[src/rtl/game_sequencer.sv]
// Run-control for the dinosaur game: debounced start/jump button, IDLE/CLEAR/RUN/OVER
// sequencing, game-tick generation with level-based speed-up, and score/level tracking.
module game_sequencer #(
  parameter int TICK_DIV    = 50000,
  parameter int TICK_STEP   = 5000,
  parameter int LEVEL_TICKS = 256,
  parameter int MAX_LEVEL   = 7,
  parameter int DEB_CYCLES  = 20000,
  parameter int LOCK_CYCLES = 100000,
  parameter int SCORE_W     = 14,
  parameter int LEVEL_W     = 3
) (
  input  logic               clock,
  input  logic               reset,
  input  logic               jump,
  input  logic               collide,
  output logic               clear,
  output logic               tick,
  output logic               jump_cmd,
  output logic               running,
  output logic               game_over,
  output logic [SCORE_W-1:0] score,
  output logic [LEVEL_W-1:0] level
);

  localparam int TCNT_W = $clog2(TICK_DIV + 1);
  localparam int LCNT_W = $clog2(LEVEL_TICKS + 1);
  localparam int DCNT_W = $clog2(DEB_CYCLES + 1);
  localparam int KCNT_W = $clog2(LOCK_CYCLES + 1);

  localparam logic [DCNT_W-1:0]  DEB_LAST  = DCNT_W'(DEB_CYCLES - 1);
  localparam logic [LCNT_W-1:0]  LVL_LAST  = LCNT_W'(LEVEL_TICKS - 1);
  localparam logic [KCNT_W-1:0]  LOCK_LAST = KCNT_W'(LOCK_CYCLES - 1);
  localparam logic [LEVEL_W-1:0] LEVEL_MAX = LEVEL_W'(MAX_LEVEL);
  localparam logic [SCORE_W-1:0] SCORE_MAX = '1;

  typedef enum logic [1:0] {IDLE, CLEAR, RUN, OVER} state_t;

  function automatic logic [SCORE_W-1:0] sat_score_inc(input logic [SCORE_W-1:0] s);
    return (s == SCORE_MAX) ? s : s + 1'b1;
  endfunction

  function automatic logic [LEVEL_W-1:0] sat_level_inc(input logic [LEVEL_W-1:0] l);
    return (l >= LEVEL_MAX) ? l : l + 1'b1;
  endfunction

  // Terminal count of the tick counter: period shrinks by TICK_STEP per level.
  function automatic logic [TCNT_W-1:0] tick_last(input logic [LEVEL_W-1:0] l);
    int p;
    p = TICK_DIV - int'(l) * TICK_STEP - 1;
    return TCNT_W'(p);
  endfunction

  logic              sync_p0, sync_p1;
  logic              deb, press;
  logic [DCNT_W-1:0] deb_cnt;

  state_t            state, state_nx;
  logic [TCNT_W-1:0] tick_cnt;
  logic [LCNT_W-1:0] lvl_cnt;
  logic [KCNT_W-1:0] lock_cnt;
  logic              lock_done;
  logic              run_tick;

  // Stage p0/p1: synchroniser, then debounce; press fires on an accepted 1->0 change.
  always_ff @(posedge clock or negedge reset) begin
    if (!reset) begin
      sync_p0 <= 1'b1;
      sync_p1 <= 1'b1;
      deb     <= 1'b1;
      deb_cnt <= '0;
      press   <= 1'b0;
    end else begin
      sync_p0 <= jump;
      sync_p1 <= sync_p0;
      press   <= 1'b0;
      if (sync_p1 == deb) begin
        deb_cnt <= '0;
      end else if (deb_cnt == DEB_LAST) begin
        deb_cnt <= '0;
        deb     <= sync_p1;
        press   <= deb;
      end else begin
        deb_cnt <= deb_cnt + 1'b1;
      end
    end
  end

  assign lock_done = (lock_cnt == LOCK_LAST);
  assign run_tick  = (state == RUN) && !collide && (tick_cnt == tick_last(level));

  always_ff @(posedge clock or negedge reset) begin
    if (!reset) state <= IDLE;
    else        state <= state_nx;
  end

  always_comb begin
    state_nx = state;
    case (state)
      IDLE:    if (press) state_nx = CLEAR;
      CLEAR:   state_nx = RUN;
      RUN:     if (collide) state_nx = OVER;
      OVER:    if (press && lock_done) state_nx = CLEAR;
      default: state_nx = IDLE;
    endcase
  end

  always_comb begin
    running   = (state == RUN);
    game_over = (state == OVER);
  end

  // Stage p2: registered pulses, tick/level/lock counters, score and level.
  always_ff @(posedge clock or negedge reset) begin
    if (!reset) begin
      clear    <= 1'b0;
      tick     <= 1'b0;
      jump_cmd <= 1'b0;
      tick_cnt <= '0;
      lvl_cnt  <= '0;
      lock_cnt <= '0;
      score    <= '0;
      level    <= '0;
    end else begin
      clear    <= (state_nx == CLEAR);
      tick     <= run_tick;
      jump_cmd <= (state == RUN) && !collide && press;

      if (state == OVER) lock_cnt <= lock_done ? lock_cnt : lock_cnt + 1'b1;
      else               lock_cnt <= '0;

      if (state == CLEAR) begin
        score    <= '0;
        level    <= '0;
        tick_cnt <= '0;
        lvl_cnt  <= '0;
      end else if ((state == RUN) && !collide) begin
        if (run_tick) begin
          tick_cnt <= '0;
          score    <= sat_score_inc(score);
          if (lvl_cnt == LVL_LAST) begin
            lvl_cnt <= '0;
            level   <= sat_level_inc(level);
          end else begin
            lvl_cnt <= lvl_cnt + 1'b1;
          end
        end else begin
          tick_cnt <= tick_cnt + 1'b1;
        end
      end else begin
        tick_cnt <= '0;
      end
    end
  end

endmodule

[config.mk]
export PLATFORM = sky130hd
export DESIGN_NAME = game_sequencer
export DESIGN_NICKNAME = d
export VERILOG_FILES = /design/src/rtl/game_sequencer.sv
export SDC_FILE = /design/constraint.sdc
export NUM_CORES = 1
export LEC_CHECK = 0
export BUFFER_PORTS_ARGS = -buffer_cell sky130_fd_sc_hd__buf_2
export CORE_MARGIN = 1.5
export CORE_UTILIZATION = 65
export CTS_CLUSTER_DIAMETER = 150
export DETAILED_ROUTE_END_ITERATION = 12
export PLACE_DENSITY = 0.84
export SYNTH_ARGS = -nofsm -noshare
export SYNTH_HDL_FRONTEND = slang
export SYNTH_SLANG_ARGS = --single-unit
[constraint.sdc]
create_clock -name clock -period 9 [get_ports clock]
set_input_delay 0 -clock clock [delete_from_list [all_inputs] [get_ports clock]]
set_output_delay 0 -clock clock [all_outputs]
set_load 0.005 [all_outputs]
==> results <==
- Between clock sinks in the finished design, the worst skew comes to 0.00904 ns.
- The final standard cell area without fillers is 4960 um2.
- The detail-routed net length per standard cell is approximately 16 um.
- In the synthesized netlist the async set-or-reset flop fraction comes to 1.00.
- The master cell of the clock root buffer is clkbuf_8.
- The mean area per synthesized cell is approximately 9.7 um2.
- The worst hold path passes through 3 cells.
- Dividing the final minimum period by the clock period gives 0.538.
- The worst-skew pair later-pin latency is about 0.36 ns.
- The congestion estimate from routability-driven global placement came to between 0.8 and 0.9.
- The number of resized instances in the post-cts repair step is 0.
- At the worst endpoint, the required time is ~9.3 ns.
- The clock-pin slew on the worst setup and hold paths is 0.08 ns.
- The number of cells after detailed placement is approximately 560.
- The run finished with clean final reports.
- The worst setup path is captured at a flop.
- The dominant register cell in the synthesized netlist is dfrtp_1.
- The number of antenna violations at the first check in global routing is 0.
- The largest driver fanout on the critical path is 17.
- The level count of the clock H-tree is 3.
- The share of total power dissipated in the clock network is 0.438.
- In the layout the commonest cells are nor2_1 (80), dfrtp_1 (80), xor2_1 (33), nand2_1 (30), nand3_1 (29).
- The Yosys step of the flow raised 0 warnings.
- dfrtp_1 takes more of the synthesized area than any other cell.
- The detailed-router iteration count before antenna repair is 5.
- The reported net switching power is around 150 uW.
- The layout-stage area growth over the synthesis result is 9.72%.
- The number of hold-repair buffers added at the cts stage is 2.
- For this configuration, the core starts out at a cell density of 0.669.
- The count of final max-slew check failures is 0.
- The overall global routing resource usage is 0.261.
- The register area share after synthesis is 0.461.
- The critical path is of the flop to flop type.
- Of the cells placed in the final design, the portion with a size suffix greater than 1 is 0.108.
- The post-detailed-route count of antenna-violating nets is 0.
- The global-route wire length before repair is 15.2 mm.
- Overall power consumption after layout is estimated at 689 uW.
- Derived from the worst setup path, the maximum achievable clock frequency is a little over 200 MHz.
- The area of the core is about 6800 um2.
- The starting DRC count in detailed routing is between 200 and 300.
- Summing all placed instances gives a cell area of between 4000 and 5000 um2.
- The number of global-route vias before repair is between 3,000 and 4,000.
- During I/O placement, the number of pins put on the boundary was 26.
- The cell-internal power is 541 uW.
- The TritonCTS buffer count is 9.
- The remaining max-slew budget at the tightest pin is 0.322.
- The CTS tree is built.
- The worst setup path is launched from a flop.
- The power density of the placed cells is around 140 nW/um2.
- Data arrives at the worst endpoint at roughly 5 ns.
- The number of nets in the synthesized netlist is between 400 and 500.
- The kind of path behind the tightest hold check is input port to flop.
- The initialized floorplan defines 30 standard-cell rows.
- The placement-stage worst setup slack is 4.20 ns.
- The share of synthesized area in the top cell type comes to 0.443.
- The max-cap violation count is 0.
- In this run, distinct cell masters in the synthesized netlist total 53.
- The number of flip-flops and latches in the synthesized netlist is 83.
- Summed over all cells, the static leakage comes to between 2 and 2.5 nW.
- Summed over all layers, the global routing overflow is 0.
- For this run, the post-layout net count is 516.
- The clock period minus worst slack is 4.85 ns.
- The share of total power in sequential cells is 0.545.
- Setup violations remaining at the end of the flow were counted as 0.
- No sink is reached through more buffers than the 2 on the longest clock path.
- The clock sink total is 83.
- In the post-synthesis netlist, the biggest area contributors are dfrtp_1 (44%), nor2_1 (6.6%), xor2_1 (6.4%).
- The largest net degree at the start of global routing is 84.
- Excluding fillers, the count of instances in the completed layout stands at 580.
- The overall via count from detail_route is between 3,000 and 4,000.
- The peak supply drop is between 0.00015 and 0.0002 V.
- The count of buffers inserted at the top-level ports is 25.
- The share of total power consumed by net switching is 0.216.
- The half-perimeter wire length after detailed placement is 6.05 mm.
- In the final timing run, aggregate negative setup slack is 0 ns.
- Setup repair after global routing left no endpoint under its margin.
- The number of enable flip-flop cells after synthesis is 0.
- The final routed wirelength across all metal layers is roughly 9.0 mm.
- The die covers 7460 um2.
- In the routed layout, each cell is associated on average with a via count of 6.02.
- The number of antenna cells inserted is 0.
- Of the total power, combinational logic draws 0.017.
- The die span in x is roughly 86 um.
- After technology mapping, the gate count stands at roughly 470.
- After clock tree synthesis, the setup repair step added 0 buffers.
- After synthesis the cells add up to approximately 4500 um2.
- The hold violation total from the final report is 0.
- The transition time at the pin with the least slew margin is 1.02 ns.
- The overall die height is between 80 and 90 um.
- The worst setup margin is 4.15 ns.
- In the routed design, unresolved DRC markers number 0.
- The number of cells on the worst reg-to-reg path is 11.
## metrics by stage
stage / hold WS (ns) / util
5_1_grt: 0.108 / 0.734
3_5_place_dp: 0.107 / 0.697
4_1_cts: 0.0985 / 0.734
6_report: 0.117 / 0.734
2_1_floorplan: -0.296 / -
3_3_place_gp: 0.105 / 0.697
## state kept, by name, summed over array words and instances (netlist names)
signal / count
lvl_cnt: 9
press: 1
lock_cnt: 17
sync_p0: 1
level: 3
deb_cnt: 15
clear: 1
sync_p1: 1
tick: 1
deb: 1
score: 14
jump_cmd: 1
state: 2
tick_cnt: 16
## final timing paths
| check | from | slack, ns | endpoint |
|---|---|---|---|
| worst max-delay path | level[0] | 4.15 | score[7] |
| worst min-delay path | collide | 0.12 | jump_cmd |
| worst max register to register | level[0] | 4.15 | score[7] |
| worst min register to register | sync_p0 | 0.36 | sync_p1 |
| max in group asynchronous | reset | 7.99 | tick_cnt[1] |
| min in group asynchronous | reset | 0.34 | score[6] |
## cell usage after synthesis (3+ instances only)
cell       n
nor3_1     6
nand2b_1   7
inv_1     13
a21oi_1   19
nand3b_1   3
dfstp_2    3
nand2_1   30
and3_1    13
nor2_1    80
o22ai_1    3
or4_1      3
clkbuf_1   7
xor2_1    33
mux2i_1    4
or3_1      8
o21ai_0   11
xnor2_1   23
nand3_1   29
a31o_1     4
ha_1      14
nor2b_1   10
dfrtp_1   80
fa_1       3
nand4_1   14
and2_1     6
## area by class of cell
| cell class | count | area (um2) |
|---|---|---|
| Fill cell | 480 | 1800 |
| Multi-Input combinational cell | 360 | 2350 |
| Clock inverter | 6 | 88.8 |
| Inverter | 13 | 48.8 |
| Timing Repair Buffer | 28 | 155 |
| Sequential cell | 83 | 2080 |
| Clock buffer | 10 | 138 |
| Tap cell | 80 | 100 |
## cell families (layout without fill, tap and decap cells)
kind of cell	after synthesis	in the layout	synth area share
compound gates	53	53	0.0745
xor+xnor	58	58	0.119
fa+ha+maj	17	17	0.0521
buf+inv	22	57	0.0202
flops	83	83	0.461
mux	6	6	0.0138
simple gates	226	226	0.260
## worst max-delay path, stage by stage (launching register included)
cell and delay (ns):
dfrtp_1 0.67, fa_1 0.49, ha_1 0.23, fa_1 0.42, xor2_1 0.23, o31a_1 0.30
or4_4 0.49, a2111o_1 0.43, a2111o_1 0.62, nor4_4 0.53, a21oi_1 0.13, a31o_1 0.19
## power groups by stage
stage | Clock, mW | Combinational (mW) | Sequential, mW
2_1_floorplan | 0 | 0.00293 | 0.383
3_3_place_gp | 0 | 0.0111 | 0.383
3_5_place_dp | 0 | 0.0114 | 0.383
4_1_cts | 0.305 | 0.0121 | 0.376
5_1_grt | 0.321 | 0.0142 | 0.376
6_report | 0.302 | 0.0117 | 0.376
## layer usage
metal  GRT usage  routed length (um)  vias up
met4       0.111                 185        0
met1       0.341                4070     1723
met5           0                   0        -
li1            -                   -     1664
met2       0.429                4420       84
met3      0.0505                 312       20
(Power assumes the default switching activity.)
